## src/rtl/wb_stage_pipe_pkg.sv

```systemverilog
// Shared definitions for the MEM/WB write-back stage: write-back source
// encodings, load-type encodings and default datapath widths.
package wb_stage_pipe_pkg;

  localparam int WB_DATA_W_DEF     = 32;
  localparam int WB_REG_ADDR_W_DEF = 5;
  localparam int WB_SRC_W          = 2;
  localparam int LD_TYPE_W         = 3;

  // Write-back source select carried on MemToReg.
  typedef enum logic [WB_SRC_W-1:0] {
    WB_SRC_ALU  = 2'd0,
    WB_SRC_MEM  = 2'd1,
    WB_SRC_PC   = 2'd2,
    WB_SRC_ZERO = 2'd3
  } wb_src_e;

  // Load width/extension carried on LoadType; unlisted codes act as LD_W.
  typedef enum logic [LD_TYPE_W-1:0] {
    LD_W  = 3'd0,
    LD_B  = 3'd1,
    LD_BU = 3'd2,
    LD_H  = 3'd3,
    LD_HU = 3'd4
  } load_type_e;

endpackage

```

## src/rtl/wb_stage_pipe_if.sv

```systemverilog
// MEM-to-WB bus: MEM-stage results going into the stage and the
// register-file write port / forwarding bus coming out of it.
// There is no handshake: the bus is sampled every unstalled cycle, and the
// WB-side signals are valid whenever WBValid is high; WBRegWrite is already
// qualified and may be used directly as the register-file write enable.
interface wb_stage_pipe_if #(
  parameter int DATA_W     = 32,
  parameter int REG_ADDR_W = 5
);
  // MEM-stage side
  logic                  InValid;
  logic                  RegWrite;
  logic [REG_ADDR_W-1:0] WriteReg;
  logic [1:0]            MemToReg;
  logic [2:0]            LoadType;
  logic [1:0]            ByteOffset;
  logic [DATA_W-1:0]     ALUResult;
  logic [DATA_W-1:0]     ReadData;
  logic [DATA_W-1:0]     PC;
  // WB-stage side
  logic                  WBValid;
  logic                  WBRegWrite;
  logic [REG_ADDR_W-1:0] WBWriteReg;
  logic [DATA_W-1:0]     WBWriteData;

  // Upstream producer / downstream consumer of the stage.
  modport master (
    output InValid, RegWrite, WriteReg, MemToReg, LoadType, ByteOffset,
           ALUResult, ReadData, PC,
    input  WBValid, WBRegWrite, WBWriteReg, WBWriteData
  );

  // The write-back stage itself.
  modport slave (
    input  InValid, RegWrite, WriteReg, MemToReg, LoadType, ByteOffset,
           ALUResult, ReadData, PC,
    output WBValid, WBRegWrite, WBWriteReg, WBWriteData
  );
endinterface

```

## src/rtl/wb_stage_pipe_load_formatter.sv

```systemverilog
// Purely combinational sub-word load formatter (little-endian).
// Picks the addressed byte or halfword out of the raw memory word and
// sign- or zero-extends it; LW and unlisted codes pass the word through.
module wb_stage_pipe_load_formatter
  import wb_stage_pipe_pkg::*;
#(
  parameter int DATA_W = WB_DATA_W_DEF
) (
  input  logic [DATA_W-1:0]    read_data_i,
  input  logic [LD_TYPE_W-1:0] load_type_i,
  input  logic [1:0]           byte_offset_i,
  output logic [DATA_W-1:0]    data_o
);

  logic [7:0]  byte_lane;
  logic [15:0] half_lane;

  // Lane extraction; the low offset bit is ignored for halfwords.
  always_comb begin
    byte_lane = read_data_i[{byte_offset_i, 3'b000} +: 8];
    half_lane = read_data_i[{byte_offset_i[1], 4'b0000} +: 16];
  end

  // Width and extension selection.
  always_comb begin
    data_o = read_data_i;
    case (load_type_i)
      LD_B:    data_o = {{(DATA_W-8){byte_lane[7]}}, byte_lane};
      LD_BU:   data_o = {{(DATA_W-8){1'b0}}, byte_lane};
      LD_H:    data_o = {{(DATA_W-16){half_lane[15]}}, half_lane};
      LD_HU:   data_o = {{(DATA_W-16){1'b0}}, half_lane};
      default: data_o = read_data_i;
    endcase
  end

endmodule

```

## src/rtl/wb_stage_pipe.sv

```systemverilog
// Registered MEM/WB write-back stage. One pipeline register with
// flush (priority) and stall; outputs derive only from registered fields,
// so the stage adds exactly one cycle and has no input-to-output path.
// Optional feature macro: WB_PERF_CNT_EN adds RetireCount/BubbleCount.
module wb_stage_pipe
  import wb_stage_pipe_pkg::*;
#(
  parameter int DATA_W           = WB_DATA_W_DEF,
  parameter int REG_ADDR_W       = WB_REG_ADDR_W_DEF,
  parameter int ZERO_REG_PROTECT = 1
) (
  input  logic           Clk,
  input  logic           Rst,
  input  logic           Stall,
  input  logic           Flush,
  wb_stage_pipe_if.slave bus
`ifdef WB_PERF_CNT_EN
  ,
  output logic [31:0]    RetireCount,
  output logic [31:0]    BubbleCount
`endif
);

  localparam bit ZeroProtect = (ZERO_REG_PROTECT != 0);

  // Stage register fields
  logic                  valid_q,       valid_d;
  logic                  reg_write_q,   reg_write_d;
  logic [REG_ADDR_W-1:0] write_reg_q,   write_reg_d;
  logic [WB_SRC_W-1:0]   mem_to_reg_q,  mem_to_reg_d;
  logic [LD_TYPE_W-1:0]  load_type_q,   load_type_d;
  logic [1:0]            byte_offset_q, byte_offset_d;
  logic [DATA_W-1:0]     alu_result_q,  alu_result_d;
  logic [DATA_W-1:0]     read_data_q,   read_data_d;
  logic [DATA_W-1:0]     pc_q,          pc_d;

  logic [DATA_W-1:0]     load_data;
  logic [DATA_W-1:0]     src_data;
  logic                  dest_is_zero;

  // Next-state: flush inserts a bubble, stall holds, otherwise capture.
  always_comb begin
    valid_d       = valid_q;
    reg_write_d   = reg_write_q;
    write_reg_d   = write_reg_q;
    mem_to_reg_d  = mem_to_reg_q;
    load_type_d   = load_type_q;
    byte_offset_d = byte_offset_q;
    alu_result_d  = alu_result_q;
    read_data_d   = read_data_q;
    pc_d          = pc_q;
    if (Flush) begin
      valid_d = 1'b0;
    end else if (!Stall) begin
      valid_d       = bus.InValid;
      reg_write_d   = bus.RegWrite;
      write_reg_d   = bus.WriteReg;
      mem_to_reg_d  = bus.MemToReg;
      load_type_d   = bus.LoadType;
      byte_offset_d = bus.ByteOffset;
      alu_result_d  = bus.ALUResult;
      read_data_d   = bus.ReadData;
      pc_d          = bus.PC;
    end
  end

  // Stage register; reset discards any instruction in flight.
  always_ff @(posedge Clk or posedge Rst) begin
    if (Rst) begin
      valid_q       <= 1'b0;
      reg_write_q   <= 1'b0;
      write_reg_q   <= '0;
      mem_to_reg_q  <= '0;
      load_type_q   <= '0;
      byte_offset_q <= '0;
      alu_result_q  <= '0;
      read_data_q   <= '0;
      pc_q          <= '0;
    end else begin
      valid_q       <= valid_d;
      reg_write_q   <= reg_write_d;
      write_reg_q   <= write_reg_d;
      mem_to_reg_q  <= mem_to_reg_d;
      load_type_q   <= load_type_d;
      byte_offset_q <= byte_offset_d;
      alu_result_q  <= alu_result_d;
      read_data_q   <= read_data_d;
      pc_q          <= pc_d;
    end
  end

  wb_stage_pipe_load_formatter #(
    .DATA_W(DATA_W)
  ) u_load_formatter (
    .read_data_i  (read_data_q),
    .load_type_i  (load_type_q),
    .byte_offset_i(byte_offset_q),
    .data_o       (load_data)
  );

  // Write-back source select.
  always_comb begin
    src_data = '0;
    case (mem_to_reg_q)
      WB_SRC_ALU:  src_data = alu_result_q;
      WB_SRC_MEM:  src_data = load_data;
      WB_SRC_PC:   src_data = pc_q;
      WB_SRC_ZERO: src_data = '0;
      default:     src_data = '0;
    endcase
  end

  // Output qualification: bubbles never write and present zero data.
  always_comb begin
    dest_is_zero    = (write_reg_q == '0);
    bus.WBValid     = valid_q;
    bus.WBRegWrite  = valid_q & reg_write_q & ~(ZeroProtect & dest_is_zero);
    bus.WBWriteReg  = write_reg_q;
    bus.WBWriteData = valid_q ? src_data : '0;
  end

`ifdef WB_PERF_CNT_EN
  logic        hold;
  logic [31:0] retire_cnt_q, retire_cnt_d;
  logic [31:0] bubble_cnt_q, bubble_cnt_d;

  // A cycle counts only when the register advances, so a stalled
  // instruction or bubble is counted once, when it leaves.
  always_comb begin
    hold         = Stall & ~Flush;
    retire_cnt_d = retire_cnt_q;
    bubble_cnt_d = bubble_cnt_q;
    if (!hold) begin
      if (valid_q) retire_cnt_d = retire_cnt_q + 32'd1;
      else         bubble_cnt_d = bubble_cnt_q + 32'd1;
    end
  end

  // Performance counters, wrapping modulo 2^32.
  always_ff @(posedge Clk or posedge Rst) begin
    if (Rst) begin
      retire_cnt_q <= '0;
      bubble_cnt_q <= '0;
    end else begin
      retire_cnt_q <= retire_cnt_d;
      bubble_cnt_q <= bubble_cnt_d;
    end
  end

  assign RetireCount = retire_cnt_q;
  assign BubbleCount = bubble_cnt_q;
`endif

endmodule

```

## src/flat_wrapper.sv

```systemverilog
// flat-port wrapper written by rule: the top's interface ports become plain ports
module wb_stage_pipe_flat import wb_stage_pipe_pkg::*;
#(
  parameter int DATA_W           = WB_DATA_W_DEF,
  parameter int REG_ADDR_W       = WB_REG_ADDR_W_DEF,
  parameter int ZERO_REG_PROTECT = 1
)
  (Clk, Rst, Stall, Flush, bus_InValid, bus_RegWrite, bus_WriteReg, bus_MemToReg, bus_LoadType, bus_ByteOffset, bus_ALUResult, bus_ReadData, bus_PC, bus_WBValid, bus_WBRegWrite, bus_WBWriteReg, bus_WBWriteData);
  wb_stage_pipe_if #(.DATA_W(DATA_W), .REG_ADDR_W(REG_ADDR_W)) bus_i ();
  input  logic Clk;
  input  logic Rst;
  input  logic Stall;
  input  logic Flush;
  input wire logic [$bits(bus_i.InValid)-1:0] bus_InValid;
  input wire logic [$bits(bus_i.RegWrite)-1:0] bus_RegWrite;
  input wire logic [$bits(bus_i.WriteReg)-1:0] bus_WriteReg;
  input wire logic [$bits(bus_i.MemToReg)-1:0] bus_MemToReg;
  input wire logic [$bits(bus_i.LoadType)-1:0] bus_LoadType;
  input wire logic [$bits(bus_i.ByteOffset)-1:0] bus_ByteOffset;
  input wire logic [$bits(bus_i.ALUResult)-1:0] bus_ALUResult;
  input wire logic [$bits(bus_i.ReadData)-1:0] bus_ReadData;
  input wire logic [$bits(bus_i.PC)-1:0] bus_PC;
  output wire logic [$bits(bus_i.WBValid)-1:0] bus_WBValid;
  output wire logic [$bits(bus_i.WBRegWrite)-1:0] bus_WBRegWrite;
  output wire logic [$bits(bus_i.WBWriteReg)-1:0] bus_WBWriteReg;
  output wire logic [$bits(bus_i.WBWriteData)-1:0] bus_WBWriteData;
  assign bus_i.InValid = bus_InValid;
  assign bus_i.RegWrite = bus_RegWrite;
  assign bus_i.WriteReg = bus_WriteReg;
  assign bus_i.MemToReg = bus_MemToReg;
  assign bus_i.LoadType = bus_LoadType;
  assign bus_i.ByteOffset = bus_ByteOffset;
  assign bus_i.ALUResult = bus_ALUResult;
  assign bus_i.ReadData = bus_ReadData;
  assign bus_i.PC = bus_PC;
  assign bus_WBValid = bus_i.WBValid;
  assign bus_WBRegWrite = bus_i.WBRegWrite;
  assign bus_WBWriteReg = bus_i.WBWriteReg;
  assign bus_WBWriteData = bus_i.WBWriteData;
  wb_stage_pipe #(.DATA_W(DATA_W), .REG_ADDR_W(REG_ADDR_W), .ZERO_REG_PROTECT(ZERO_REG_PROTECT)) u_core (.Clk(Clk), .Rst(Rst), .Stall(Stall), .Flush(Flush), .bus(bus_i));
endmodule
```

## config.mk

```make
export PLATFORM = sky130hd
export DESIGN_NAME = wb_stage_pipe_flat
export DESIGN_NICKNAME = d
export VERILOG_FILES = /design/src/rtl/wb_stage_pipe_pkg.sv /design/src/rtl/wb_stage_pipe_if.sv /design/src/rtl/wb_stage_pipe_load_formatter.sv /design/src/rtl/wb_stage_pipe.sv /design/src/flat_wrapper.sv
export SDC_FILE = /design/constraint.sdc
export NUM_CORES = 1
export LEC_CHECK = 0
export ABC_CLOCK_PERIOD_IN_PS = 9700
export BUFFER_PORTS_ARGS = -buffer_cell sky130_fd_sc_hd__buf_4
export CAP_MARGIN = 30
export CORE_UTILIZATION = 25
export DETAILED_ROUTE_END_ITERATION = 10
export PLACE_DENSITY = 0.44
export SYNTH_ARGS = -nofsm -noshare
export SYNTH_HDL_FRONTEND = slang
export SYNTH_SLANG_ARGS = --single-unit
```

## constraint.sdc

```tcl
create_clock -name Clk -period 9.7 [get_ports Clk]
set_input_delay 0.485 -clock Clk [delete_from_list [all_inputs] [get_ports Clk]]
set_output_delay 0.485 -clock Clk [all_outputs]
set_load 0.02 [all_outputs]
```

==> summary.md <==
| Metric | Value |
|---|---|
| Chip Height | between 150 and 200 um |
| Reg clk slew, reported paths | 0.07 ns |
| CP Cell Sequence | buf_4 -> nand2b_1 -> nor2_1 -> nand3_2 -> o22ai_1 -> buf_4 |
| Achievable clock frequency | between 0.2 and 0.3 GHz |
| Final WL | roughly 17000 um |
| Core footprint | around 22000 um2 |
| Leak | about 0.0032 uW |
| RSZ-0062 raised after global routing | false |
| Gr usage total | 15.1% |
| Required time worst endpoint | approximately 9 ns |
| Worst-path maximum fanout | 40 |
| CTS Buffer Depth | 2 |
| Worst hold path type | in2async |
| Largest net degree at the start of global routing | a little over 80 |
| EDFF count, synth | 0 |
| Maxcap violations | 0 |
| Count of cells resized by post-cts repair | 0 |
| Share of layout cells above drive strength 1 | 49.3% |
| Number of port buffers | between 150 and 200 |
| Sequential area share after synthesis | 49.3% |
| Post-Syn Instances | roughly 470 |
| Hold-fix buffers, CTS | 0 |
| Die area | 23000 um2 |
| Yosys top cell by area | dfrtp_1 |
| Post-synth top cells | dfrtp_1 (110), mux2_2 (104), mux2i_1 (30) |
| Synth top area cells | dfrtp_1 (49%), mux2_2 (21%), mux2i_1 (5.4%) |
| NumNets Final | just over 700 |
| DP HPWL | 12200 um |
| CP Capture Type | output pin |
| Wire per inst | between 15 and 20 um |
| CP arrival | ~2.9 ns |
| Cell Area, Synth | 5590 um2 |
| Family with the most delay on the worst path | simple AND/OR/NAND/NOR gates |
| Num CTS Buffers | 9 |
| Die width | between 150 and 200 um |
| Top-count cell post-synth | dfrtp_1 |
| Row Count | between 50 and 60 |
| Crit-path max cell delay | 0.64 ns |
| #FFs+latches synth | 110 |
| Final setup TNS | 0 ns |
| Area growth from synthesis to layout | 30.5% |
| Mapped Nets | a little under 600 |
| Status | complete, no violations |
| 1st-pass router iterations | 4 |
| Relative slew slack | 42.8% |
| Post-CTS setup repair buffer count | 0 |
| CTS tree | yes |
| 1st-iter DRT viols | 181 |
| DRC | 0 |
| # fillers | between 2000 and 2500 |
| CTS root buffer | clkbuf_16 |
| WP buf/inv | 2 |
| Synth top area share | slightly below 50% |
| CP max stage cell | nor2_1 |
| CP Launch Type | flop |
| Vias in the first global route | 4392 |
| Cell mode on critical path | buf_4 |
| Synth Area per Inst | approximately 12 um2 |
| Prevailing post-synth register cell | dfrtp_1 |
| Synth cell types | between 40 and 50 |
| Number of diodes | 0 |
| First-pass GRT wire length | approximately 26000 um |
| Final ANT Viol Nets | 0 |
| Final period utilization | 34.7% |
| Clk_skew | 0 ns |
| I/O pin cnt | around 150 |
| Grt ovf | 0 |
| Fin. Hold Viols | 0 |
| WS Path Type | reg2out |
| Ys async rst share | 100% |
| YS warnings | 0 |
| Fin crit period | roughly 3.4 ns |
| GPL Wtd Cong | roughly 0.81 |
| Worst skew pair latency | 0.34 ns |
| Routed vias/inst | 4.73 |
| Max Transition Viols Final | 0 |
| Final setup violating endpoints | 0 |
| Initial core utilization | 25.5% |
| Worst Tran Pin Value | 0.858 ns |
| Sinks on Clock Net | 110 |
| H-tree depth | 3 |
| Initial antenna violation count | 1 |
| Hold WS | 0.252 ns |
| Pwr/cell area | ~180 nW/um2 |
| Vias | between 4000 and 5000 |
| Worst IR Drop VDD | around 0.084 mV |
## where the power goes
group          leakage (uW)  internal, uW  switching (uW)
clock              0.000137           200             168
sequential          0.00130           525            62.9
combinational       0.00174           170             163
total               0.00318           895             394
## through the flow
step	util [%]	total power (uW)	cell area [um2]	setup slack, ns	cells
global placement	31.7	927	6950	6.71	870
CTS	33.2	1310	7260	6.30	888
floorplan	-	803	5590	6.31	468
detailed placement	31.9	933	6980	6.71	872
finish	33.3	1290	7290	6.33	889
global route	33.3	1370	7290	6.05	889
## flip-flops by register name, indices dropped and copies added, names as in the netlist
signal and cells:
u_core.alu_result_q 32, u_core.bus.WBValid 1, u_core.bus.WBWriteReg 5, u_core.byte_offset_q 2, u_core.load_type_q 3, u_core.mem_to_reg_q 2
u_core.pc_q 32, u_core.read_data_q 32, u_core.reg_write_q 1
## metal layers
metal | up-vias | wire length, um | track usage (%)
li1 | 1986 | - | -
met4 | 2 | 211 | 4.16
met5 | - | 12 | 0
met1 | 2097 | 7560 | 20.5
met3 | 14 | 954 | 3.92
met2 | 102 | 7790 | 23.8
## cells in the final DEF (no fill, tap or decap), types with 3 or more instances in the layout
cell type  instances
buf_4            156
dfrtp_1          109
mux2_2           104
mux2i_1           30
o21ai_0           29
o22ai_1           24
nand2_1           20
nor2_1            20
a21oi_1           15
inv_1             11
clkbuf_16          9
o221ai_1           7
a221o_1            7
a21o_1             5
o21ai_1            5
nor3_1             5
a211oi_1           4
o21ba_2            4
clkbuf_1           3
## worst paths after layout
| path | depth (start not counted) | from | slack [ns] | to |
|---|---|---|---|---|
| worst max-delay path | 6 | u_core.mem_to_reg_q[1]$_DFFE_PP0P_ | 6.33 | bus_WBWriteData[27] |
| worst min-delay path | 2 | Rst | 0.25 | u_core.bus.WBWriteReg[3]$_DFFE_PP0P_ |
| worst max register to register | 2 | u_core.byte_offset_q[1]$_DFFE_PP0P_ | 8.39 | u_core.byte_offset_q[1]$_DFFE_PP0P_ |
| worst min register to register | 1 | u_core.alu_result_q[27]$_DFFE_PP0P_ | 0.51 | u_core.alu_result_q[27]$_DFFE_PP0P_ |
| max in group asynchronous | 3 | Rst | 8.21 | u_core.pc_q[14]$_DFFE_PP0P_ |
| min in group Clk | 2 | Flush | 0.32 | u_core.bus.WBValid$_DFFE_PP0P_ |
## worst register-to-register path, cell delays in order (launching register included)
cell	delay [ns]
dfrtp_1	0.91
inv_1	0.13
o21ai_0	0.20
## cell type report
class | instances | area [um2] | area share (%)
clock buffers | 12 | 236 | 3.24
clock inverters | 4 | 47.5 | 0.652
inverters | 14 | 57.6 | 0.789
multi-input cells | 310 | 2610 | 35.8
flip-flops and latches | 110 | 2750 | 37.8
well taps | 280 | 350 | 4.80
repair buffers | 159 | 1230 | 16.9
## cell families (layout without fill, tap and decap cells)
| logic type | Yosys count | in the layout | synth area share [%] |
|---|---|---|---|
| fa+ha+maj | 2 | 2 | 0.381 |
| compound gates | 110 | 110 | 13.3 |
| buf+inv | 48 | 189 | 4.12 |
| mux | 137 | 137 | 27.1 |
| flops | 110 | 110 | 49.3 |
| simple gates | 60 | 60 | 5.53 |
| xor+xnor | 1 | 1 | 0.291 |
(Power assumes the default switching activity.)
